--- src/rtl/crack_pkg.sv ---
// Shared types and constants for the crack controller slice.
package crack_pkg;

    localparam int unsigned CHARS            = 8;
    localparam int unsigned CHAR_W           = 7;
    localparam int unsigned CAND_W           = CHARS * CHAR_W;
    localparam int unsigned HASH_LAT_DEFAULT = 8;

    typedef logic [CHAR_W-1:0] char_t;
    typedef logic [CAND_W-1:0] cand_t;

    typedef enum logic [1:0] {
        IDLE,
        RUN,
        DRAIN,
        DONE
    } state_e;

endpackage

--- src/rtl/crack_controller_if.sv ---
// Hash-pipeline and match-output signals of the crack controller.
// master = controller side, slave = hash pipeline / match consumer side.
interface crack_controller_if;
    import crack_pkg::*;

    cand_t       hp_chars;
    logic [31:0] hp_seed;
    logic [31:0] hp_hash;
    logic        m_valid;
    logic        m_ready;
    cand_t       m_chars;

    modport master (
        output hp_chars, hp_seed, m_valid, m_chars,
        input  hp_hash, m_ready
    );

    modport slave (
        input  hp_chars, hp_seed, m_valid, m_chars,
        output hp_hash, m_ready
    );

endinterface

--- src/rtl/crack_controller_candidate_counter.sv ---
// Odometer over CHARS digits in [lo, hi]; digit 0 steps fastest.
module candidate_counter
    import crack_pkg::*;
(
    input  logic  clk,
    input  logic  rst,
    input  logic  load_i,
    input  logic  step_i,
    input  char_t lo_i,
    input  char_t hi_i,
    output cand_t chars_o,
    output logic  last_o
);

    char_t [CHARS-1:0] digit_q;
    char_t [CHARS-1:0] digit_d;
    char_t             lo_q;
    char_t             hi_q;
    logic              carry;

    // Next odometer value and all-hi detection.
    always_comb begin
        digit_d = digit_q;
        carry   = 1'b1;
        last_o  = 1'b1;
        for (int unsigned k = 0; k < CHARS; k++) begin
            if (digit_q[k] != hi_q) begin
                last_o = 1'b0;
            end
            if (carry) begin
                if (digit_q[k] == hi_q) begin
                    digit_d[k] = lo_q;
                end else begin
                    digit_d[k] = digit_q[k] + 1'b1;
                    carry      = 1'b0;
                end
            end
        end
    end

    // Digit and range registers: load captures the range, step advances.
    always_ff @(posedge clk) begin
        if (rst) begin
            digit_q <= '0;
            lo_q    <= '0;
            hi_q    <= '0;
        end else if (load_i) begin
            digit_q <= {CHARS{lo_i}};
            lo_q    <= lo_i;
            hi_q    <= hi_i;
        end else if (step_i) begin
            digit_q <= digit_d;
        end
    end

    assign chars_o = digit_q;

endmodule

--- src/rtl/crack_controller.sv ---
// Brute-force search controller: issues candidates to an external hash
// pipeline, matches delayed results against a target and queues hits.
module crack_controller
    import crack_pkg::*;
#(
    parameter int unsigned HASH_LAT    = HASH_LAT_DEFAULT,
    parameter int unsigned MATCH_DEPTH = 4
) (
    input  logic               clk,
    input  logic               rst,
    input  logic               start,
    input  logic               abort,
    input  logic [31:0]        cfg_seed,
    input  logic [31:0]        cfg_target,
    input  char_t              cfg_char_lo,
    input  char_t              cfg_char_hi,
    crack_controller_if.master bus,
    output logic               busy,
    output logic               done,
    output logic               overflow,
    output cand_t              issued
);

    localparam int unsigned PTR_W  = $clog2(MATCH_DEPTH);
    localparam int unsigned DCNT_W = $clog2(HASH_LAT + 1);

    state_e              state_q;
    logic [31:0]         seed_q;
    logic [31:0]         target_q;
    cand_t               issued_q;
    logic [DCNT_W-1:0]   drain_q;

    logic                start_ok;
    logic                range_ok;
    logic                cnt_load;
    cand_t               cand_chars;
    logic                cand_last;

    logic [HASH_LAT-1:0] vld_line_q;
    cand_t [HASH_LAT-1:0] chr_line_q;
    logic                match;

    cand_t               mem_q [MATCH_DEPTH];
    logic [PTR_W:0]      wr_q;
    logic [PTR_W:0]      rd_q;
    logic [PTR_W:0]      fill;
    logic                fifo_empty;
    logic                fifo_full;
    logic                push;
    logic                pop;
    logic                overflow_q;

    assign start_ok = start && (state_q == IDLE || state_q == DONE);
    assign range_ok = cfg_char_lo <= cfg_char_hi;
    assign cnt_load = start_ok && range_ok;

    candidate_counter u_counter (
        .clk     (clk),
        .rst     (rst),
        .load_i  (cnt_load),
        .step_i  (state_q == RUN),
        .lo_i    (cfg_char_lo),
        .hi_i    (cfg_char_hi),
        .chars_o (cand_chars),
        .last_o  (cand_last)
    );

    // Control FSM. Start is only looked at in IDLE/DONE, so a start that
    // coincides with abort in RUN is ignored and the abort wins.
    always_ff @(posedge clk) begin
        if (rst) begin
            state_q  <= IDLE;
            seed_q   <= '0;
            target_q <= '0;
            issued_q <= '0;
            drain_q  <= '0;
        end else begin
            case (state_q)
                IDLE, DONE: begin
                    if (start) begin
                        seed_q   <= cfg_seed;
                        target_q <= cfg_target;
                        issued_q <= '0;
                        state_q  <= range_ok ? RUN : DONE;
                    end
                end
                RUN: begin
                    issued_q <= issued_q + 1'b1;
                    if (abort || cand_last) begin
                        state_q <= DRAIN;
                        drain_q <= DCNT_W'(HASH_LAT - 1);
                    end
                end
                DRAIN: begin
                    if (drain_q == '0) begin
                        state_q <= DONE;
                    end else begin
                        drain_q <= drain_q - 1'b1;
                    end
                end
                default: state_q <= IDLE;
            endcase
        end
    end

    // Delay line aligning each issued candidate with its hash result.
    always_ff @(posedge clk) begin
        if (rst) begin
            vld_line_q <= '0;
            chr_line_q <= '0;
        end else begin
            vld_line_q[0] <= (state_q == RUN);
            chr_line_q[0] <= cand_chars;
            for (int unsigned i = 1; i < HASH_LAT; i++) begin
                vld_line_q[i] <= vld_line_q[i-1];
                chr_line_q[i] <= chr_line_q[i-1];
            end
        end
    end

    assign match      = vld_line_q[HASH_LAT-1] && (bus.hp_hash == target_q);
    assign fill       = wr_q - rd_q;
    assign fifo_empty = (fill == '0);
    assign fifo_full  = (fill == (PTR_W + 1)'(MATCH_DEPTH));
    assign pop        = !fifo_empty && bus.m_ready;
    assign push       = match && (!fifo_full || pop);

    // Match FIFO; a full FIFO still accepts a push when it is popped in the same cycle.
    always_ff @(posedge clk) begin
        if (rst || start_ok) begin
            wr_q       <= '0;
            rd_q       <= '0;
            overflow_q <= 1'b0;
        end else begin
            if (push) begin
                mem_q[wr_q[PTR_W-1:0]] <= chr_line_q[HASH_LAT-1];
                wr_q                   <= wr_q + 1'b1;
            end
            if (pop) begin
                rd_q <= rd_q + 1'b1;
            end
            if (match && fifo_full && !pop) begin
                overflow_q <= 1'b1;
            end
        end
    end

    assign bus.hp_chars = (state_q == RUN) ? cand_chars : '0;
    assign bus.hp_seed  = seed_q;
    assign bus.m_valid  = !fifo_empty;
    assign bus.m_chars  = fifo_empty ? '0 : mem_q[rd_q[PTR_W-1:0]];

    assign busy     = (state_q == RUN) || (state_q == DRAIN);
    assign done     = (state_q == DONE);
    assign overflow = overflow_q;
    assign issued   = issued_q;

endmodule

--- src/flat_wrapper.sv ---
// flat-port wrapper written by rule: the top's interface ports become plain ports
module crack_controller_flat import crack_pkg::*;
#(
    parameter int unsigned HASH_LAT    = HASH_LAT_DEFAULT,
    parameter int unsigned MATCH_DEPTH = 4
)
  (clk, rst, start, abort, cfg_seed, cfg_target, cfg_char_lo, cfg_char_hi, busy, done, overflow, issued, bus_hp_chars, bus_hp_seed, bus_m_valid, bus_m_chars, bus_hp_hash, bus_m_ready);
  crack_controller_if bus_i ();
  input  logic clk;
  input  logic rst;
  input  logic start;
  input  logic abort;
  input  logic [31:0] cfg_seed;
  input  logic [31:0] cfg_target;
  input  char_t cfg_char_lo;
  input  char_t cfg_char_hi;
  output logic busy;
  output logic done;
  output logic overflow;
  output cand_t issued;
  output wire logic [$bits(bus_i.hp_chars)-1:0] bus_hp_chars;
  output wire logic [$bits(bus_i.hp_seed)-1:0] bus_hp_seed;
  output wire logic [$bits(bus_i.m_valid)-1:0] bus_m_valid;
  output wire logic [$bits(bus_i.m_chars)-1:0] bus_m_chars;
  input wire logic [$bits(bus_i.hp_hash)-1:0] bus_hp_hash;
  input wire logic [$bits(bus_i.m_ready)-1:0] bus_m_ready;
  assign bus_hp_chars = bus_i.hp_chars;
  assign bus_hp_seed = bus_i.hp_seed;
  assign bus_m_valid = bus_i.m_valid;
  assign bus_m_chars = bus_i.m_chars;
  assign bus_i.hp_hash = bus_hp_hash;
  assign bus_i.m_ready = bus_m_ready;
  crack_controller #(.HASH_LAT(HASH_LAT), .MATCH_DEPTH(MATCH_DEPTH)) u_core (.clk(clk), .rst(rst), .start(start), .abort(abort), .cfg_seed(cfg_seed), .cfg_target(cfg_target), .cfg_char_lo(cfg_char_lo), .cfg_char_hi(cfg_char_hi), .bus(bus_i), .busy(busy), .done(done), .overflow(overflow), .issued(issued));
endmodule
--- config.mk ---
export PLATFORM = sky130hd
export DESIGN_NAME = crack_controller_flat
export DESIGN_NICKNAME = d
export VERILOG_FILES = /design/src/rtl/crack_pkg.sv /design/src/rtl/crack_controller_if.sv /design/src/rtl/crack_controller_candidate_counter.sv /design/src/rtl/crack_controller.sv /design/src/flat_wrapper.sv
export SDC_FILE = /design/constraint.sdc
export NUM_CORES = 1
export LEC_CHECK = 0
export BUFFER_PORTS_ARGS = -buffer_cell sky130_fd_sc_hd__buf_2
export CAP_MARGIN = 25
export CELL_PAD_IN_SITES_DETAIL_PLACEMENT = 2
export CELL_PAD_IN_SITES_GLOBAL_PLACEMENT = 2
export CORE_ASPECT_RATIO = 0.7
export CORE_MARGIN = 1
export CORE_UTILIZATION = 35
export DETAILED_ROUTE_END_ITERATION = 10
export PLACE_DENSITY = 0.83
export SLEW_MARGIN = 5
export SYNTH_ARGS = -nofsm -noshare
export SYNTH_HDL_FRONTEND = slang
export SYNTH_HIERARCHICAL = 1
export SYNTH_SLANG_ARGS = --single-unit
--- constraint.sdc ---
create_clock -name clk -period 3.64 [get_ports clk]
set_clock_uncertainty 0.05 [all_clocks]
set_input_delay 0.546 -clock clk [delete_from_list [all_inputs] [get_ports clk]]
set_output_delay 0.546 -clock clk [all_outputs]
set_load 0.01 [all_outputs]
=== Word level (Yosys, flattened, before mapping) ===
Memory sizes are Yosys's and may differ from the RTL's. A register that Yosys moved wholly into a read port is not among the register bits.
Index checks and enable logic that the tools add are counted.

* Logic and storage cells: 162
* Input bits: 115
* Memory bits (writable): 224
* Memories kept: 1
* Flip-flop bits (word level): 659

{| class="wikitable"
|+ Memories
! name !! words !! bits a word !! rd ports !! clocked after memory_dff !! write ports !! line !! RTL
|-
| u_core.mem_q || 4 || 56 || 1 || 1 || 1 || crack_controller.sv:43 || <nowiki>cand_t mem_q [MATCH_DEPTH];</nowiki>
|}

* Reductions and logical operators: 40
* Add/subtract/negate cells: 13
* Mux-type cells: 55
* Order comparisons: 1
* Equal/unequal tests: 25

{| class="wikitable"
|+ Operator list
! kind !! count
|-
| 2-to-1 mux 56 bit || 5
|-
| one-hot mux 56 bit (2 select lines) || 1
|-
| 2-to-1 mux 7 bit || 15
|-
| adder 56 x 1 -> 56 bit, second input constant || 1
|-
| adder 7 x 1 -> 7 bit, second input constant || 8
|-
| == test 7 bit || 8
|-
| inequality test 7 bit || 8
|-
| == test 32 bit || 1
|-
| 2-to-1 mux 1 bit || 24
|-
| nonzero test 2 bit || 10
|-
| AND reduction 2 bit || 9
|-
| 2-to-1 mux 2 bit || 6
|-
| 2-to-1 mux 4 bit || 2
|-
| one-hot mux 4 bit (2 select lines) || 1
|-
| <= comparator 7 bit || 1
|-
| logical AND 1 bit || 7
|-
| adder 3 x 1 -> 3 bit, second input constant || 2
|-
| one-hot mux 2 bit (3 select lines) || 1
|-
| AND reduction 3 bit || 2
|-
| logical OR 1 bit || 5
|-
| == test 2 bit, second input constant || 2
|-
| zero test 4 bit || 1
|-
| inequality test 2 x 1 -> 1 bit, second input constant || 2
|-
| inequality test 2 bit, second input constant || 2
|-
| other kinds (8) || 10
|}

=== Depth between registers and ports, before layout ===
* Depth after elaboration: 12
* Depth in mapped cells: 14
* Mapped depth without buffers: 12

=== Hierarchy ===
Netlist, hierarchy kept.

{| class="wikitable"
|+ By module, submodules not included
! module !! times used !! area an instance (um^2) !! seq. area each (um^2) !! cells an instance
|-
| crack_controller || 1 || 27238.6 || 18557.8 || 2156
|-
| candidate_counter || 1 || 4952.2 || 1401.3 || 577
|}

=== Worst setup path after synthesis ===
No wires, ideal clock.

* Kind: reg2reg
* Start point: reg u_core.state_q[0]
* End point: mem u_core/mem_q[2][0] (netlist bit), enable pin
* Required time: 3170 ps
* Setup slack: -56 ps
* Arrival time: 3226 ps
* Clock period less this slack: 3696 ps
* Library setup time: 420 ps
* Stages on the path, launching flop included: 9
* Path buffers: 1
* Path through: dfxtp_1 inv_1 ha_1 and2_1 clkbuf_1 nor2_1 o31ai_1 nor4_1 and2_1

* Longest elaborated chain between the ends: 6
* Elaborated cells between the ends (all ways): 7
* Those cells by class: 1 x eq/ne; 2 x mux; 4 x reduce/logical

{| class="wikitable"
|+ RTL lines
! element !! line !! RTL
|-
| start: declaration || crack_controller.sv:27 || <nowiki>state_e state_q;</nowiki>
|-
| start signal: assignment || crack_controller.sv:84 || <nowiki>state_q <= range_ok ? RUN : DONE;</nowiki>
|-
| == test 2 bit or zero test 2 bit (tied branches) || crack_controller.sv:53 || <nowiki>assign start_ok = start && (state_q == IDLE || state_q == DONE);</nowiki>
|-
| logical OR 1 bit (*) || crack_controller.sv:53 ||
|-
| logical AND 1 bit (*) || crack_controller.sv:53 ||
|-
| logical OR 1 bit (*) || crack_controller.sv:130 || <nowiki>if (rst || start_ok) begin</nowiki>
|-
| 2-to-1 mux 1 bit (*) || crack_controller.sv:130 ||
|-
| 2-to-1 mux 1 bit (implied by the code) (*) || crack_controller.sv:136 || <nowiki>mem_q[wr_q[PTR_W-1:0]] <= chr_line_q[HASH_LAT-1];</nowiki>
|-
| end: declaration || crack_controller.sv:43 ||
|}

Mark *: on every way between the ends. The rest lies on a longest branch, timed or not.

=== Worst setup path in the final report ===
* Start point: reg u_core.u_counter.hi_q[6]
* End point: reg u_core.drain_q[1]

* Longest elaborated chain between the ends: 12
* Elaborated cells between the ends (all ways): 19
* Those cells by class: 9 x eq/ne; 8 x mux; 2 x reduce/logical

{| class="wikitable"
|+ RTL lines
! element !! line !! RTL
|-
| start: declaration || crack_controller_candidate_counter.sv:18 || <nowiki>char_t hi_q;</nowiki>
|-
| start signal: assignment || crack_controller_candidate_counter.sv:50 || <nowiki>hi_q <= hi_i;</nowiki>
|-
| inequality test 7 bit || crack_controller_candidate_counter.sv:27 || <nowiki>if (digit_q[k] != hi_q) begin</nowiki>
|-
| 2-to-1 mux 1 bit (7 in a row) || crack_controller_candidate_counter.sv:27 ||
|-
| 2-to-1 mux 1 bit (*) || crack_controller_candidate_counter.sv:27 ||
|-
| named net u_core.cand_last || crack_controller.sv:37 || <nowiki>logic cand_last;</nowiki>
|-
| logical OR 1 bit (*) || crack_controller.sv:89 || <nowiki>if (abort || cand_last) begin</nowiki>
|-
| inequality test 2 x 1 -> 1 bit (no line) (*) || -- ||
|-
| AND reduction 3 bit (no line) (*) || -- ||
|-
| end signal: assignment || crack_controller.sv:91 || <nowiki>drain_q <= DCNT_W'(HASH_LAT - 1);</nowiki>
|-
| end signal: assignment || crack_controller.sv:98 || <nowiki>drain_q <= drain_q - 1'b1;</nowiki>
|-
| end: declaration || crack_controller.sv:31 || <nowiki>logic [DCNT_W-1:0] drain_q;</nowiki>
|}

The timed path passes the listed nets; every way through them passes the cells marked *.
A chain may end at the register's enable or synchronous reset.

==> impl_results.md <==
* Worst path slowest cell: dfxtp_1
* Clock transition at path regs at ~60 ps
* Cell taking the most area after synthesis: dfxtp_1
* Total power at between 0.02 and 0.03 W
* Layout cells sized above 1 at 0.1995
* Crit path max fanout at 8
* Clk_lat worst skew at around 640 ps
* Yosys cell types at 75
* Crit path DAT at 3840 ps
* CTS tree: yes
* CTS Buf Count at slightly below 90
* Unrepaired setup endpoints after global routing: no
* Worst hold path type: input port to flop
* DRC marker count from the first detailed-route iteration at 1090
* Outcome: finished, final reports clean
* Most frequent CP cell: nor3_1
* Clk sinks at approximately 890
* Final hold vios at 0
* Die height at between 200 and 300 um
* DIE AREA at between 90000 and 100000 um2
* Largest net degree at the start of global routing at between 150 and 200
* Hold WS at 92.55 ps
* Synth Flop Type: dfxtp_1
* Final setup viols at 0
* Final worst slack at 299.9 ps
* WL/cell at 21.41 um
* Die Wd at 364.5 um
* Initial antenna violation count at 9
* Remaining Overflow, GRT at 0
* Sequential area share after synthesis at 0.6200
* Most frequent cells in the layout: dfxtp_1, nor2b_1, buf_2, edfxtp_1, nand2_1
* Clock root cell: clkbuf_16
* Top Ports at ~320
* Mapped Nets at approximately 2900
* I/O Buffers at approximately 320
* WP buf/inv at 0
* TritonRoute pass-1 iters at 5
* Worst-margin pin slew at a little under 1000 ps
* Max-slew headroom at 0.3385
* WS Path Type: flop to flop
* Req. time, crit path at a little over 4000 ps
* Max IR drop VDD at 0.3735 mV
* Post-Syn Instances at 2733
* Synthesized area per cell at around 12 um2
* Most common cell after layout, fill and taps aside: dfxtp_1
* DP HPWL at about 62 mm
* DR DRC count at 0
* Nature of the critical path endpoint: flop
* Final #Nets at roughly 3200
* P_leak at around 15 nW
* GR Util All Layers at 0.2000
* Max Slew Vio Count at 0
* Crit-path leading delay family: simple AND/OR/NAND/NOR gates
* Vias in the first global route at 23040
* Synthesized area at between 30000 and 40000 um2
* Crit-path cells: xnor2_1 -> nand4_1 -> nor3_1 -> and2_1 -> nand3_1 -> nor3_1 -> nor3b_1 -> nor3b_1 -> nor3_1 -> a211oi_1
* Async set or reset register ratio after synthesis at 0
* DR vias/cell at ~4.9
* Slowest stage delay, CP at approximately 870 ps
* CP Launch Type: flop
* EDFF count, synth at about 220
* Synthesis Warnings at 6
* Layout area overhead at 18.85%
* Fin util at 0.4223
* Post-CTS Hold Buffers at 0
* Filler cell count at 9310
* Final Cycle Share at 0.9176
* Minimum clock period at 3340 ps
* Synth top area cells: dfxtp_1, edfxtp_1, nor2b_1, mux4_2, nand2_1
* Vias at 21170
* Row Count at a little over 90
* Initial core utilization at 0.3553
* GP Congestion at about 0.87
* Post-route ant nets at 0
* CTS Buffer Depth at 3
* Fmax at between 0.2 and 0.3 GHz
* Pwr dens at 661.1 nW/um2
* Seq cells post-synth at 885
* Pre-CTS WS at 73.68 ps
* Setup TNS at 0 ps
* First-pass GRT wire length at around 140 mm
* H-tree depth at 3
* Yosys top cell area share at 0.4111
* Final WL at roughly 93 mm
* Core area at 90590 um2
* Max-Cap Viols at 0
## worst paths after layout
| path | startpoint | to | slack (ps) | cells past startpoint |
|---|---|---|---|---|
| max reg2reg | u_core/u_counter/hi_q[6] | u_core/drain_q[1] | 300 | 10 |
| min reg2reg | u_core/chr_line_q[335] | u_core/chr_line_q[391] | 380 | 1 |
| max | u_core/u_counter/hi_q[6] | u_core/drain_q[1] | 300 | 10 |
| min | cfg_target[23] | u_core/target_q[23] | 90 | 3 |
## Yosys cell counts, drive strengths merged (3+ instances only)
| cell | instances |
|---|---|
| o21a | 9 |
| a221oi | 4 |
| o311a | 8 |
| and2 | 66 |
| dfxtp | 661 |
| nor2b | 521 |
| ha | 28 |
| a21boi | 4 |
| a21oi | 121 |
| mux2 | 12 |
| clkbuf | 121 |
| o31ai | 16 |
| o211a | 5 |
| or3 | 24 |
| nand2 | 212 |
| or2 | 3 |
| buf | 31 |
| nand3 | 44 |
| inv | 41 |
| o211ai | 17 |
| a21o | 4 |
| o21ai | 38 |
| nor3b | 3 |
| mux4 | 56 |
| xnor2 | 73 |
| edfxtp | 224 |
| nor4 | 30 |
| nor2 | 79 |
| a31oi | 9 |
| or4 | 13 |
| nand4 | 37 |
| a31o | 5 |
| and4 | 8 |
| a211oi | 9 |
| xor2 | 77 |
| mux2i | 44 |
| nor3 | 26 |
| a311oi | 6 |
| and3 | 23 |
## where the power goes
group / internal (W) / switching (W) / total, W
Combinational: 0.00179 / 0.00301 / 0.00479
Clock: 0.00529 / 0.00391 / 0.00919
Sequential: 0.0106 / 0.000691 / 0.0113
## registers in the layout, indices dropped and copies added (netlist names), 8 cells and up, named ones only
register,flops
u_core/chr_line_q,448
u_core/bus.hp_seed,32
u_core/u_counter/chars_o,56
u_core/issued,56
u_core/mem_q,224
u_core/vld_line_q,8
u_core/target_q,32
## layer usage
layer | wire length (um) | track usage
met1 | 41380 | 0.2686
met2 | 44290 | 0.3256
met3 | 4504 | 0.03624
met4 | 2781 | 0.06361
met5 | 0 | 0
## tightest hold or removal path: cells and delay by family
family	cells	cell delay, ps
AND/OR/NAND/NOR	1	50
buffers and inverters	1	90
AO/OA/AOI/OAI	1	50
## layout make-up
cell class / instances / area, um2 / share of cell area
inverters: 42 / 157.7 / 0.004121
well taps: 1222 / 1529 / 0.03996
flip-flops and latches: 885 / 19970 / 0.5218
multi-input cells: 1654 / 11470 / 0.2999
diodes: 6 / 15.01 / 0.0003924
repair buffers: 377 / 2195 / 0.05736
clock inverters: 38 / 416.7 / 0.01089
clock buffers: 117 / 2506 / 0.06550
## repair_timing
| item | 4_1_cts | 5_1_grt |
|---|---|---|
| setup buffers | 0 | 0 |
| setup endpoints to repair | 0 | 1 |
| gates resized for setup | 0 | 1 |
## logic make-up after synthesis
kind of cell	Yosys count	share of synthesized area
AOI/OAI and AO/OA	271	0.05329
and+or+nand+nor	1093	0.1933
muxes	112	0.05706
DFF	885	0.6200
buffers and inverters	194	0.02437
xor gates and xnor gates	150	0.04104
adders and majority gates	28	0.01088
## stage by stage
stage	area [um2]	cells
floorplan	32200	2733
global placement	35320	4180
detailed placement	35320	4180
CTS	38240	4335
global route	38250	4339
finish	38260	4341
Power figures use the tool's default switching activity.
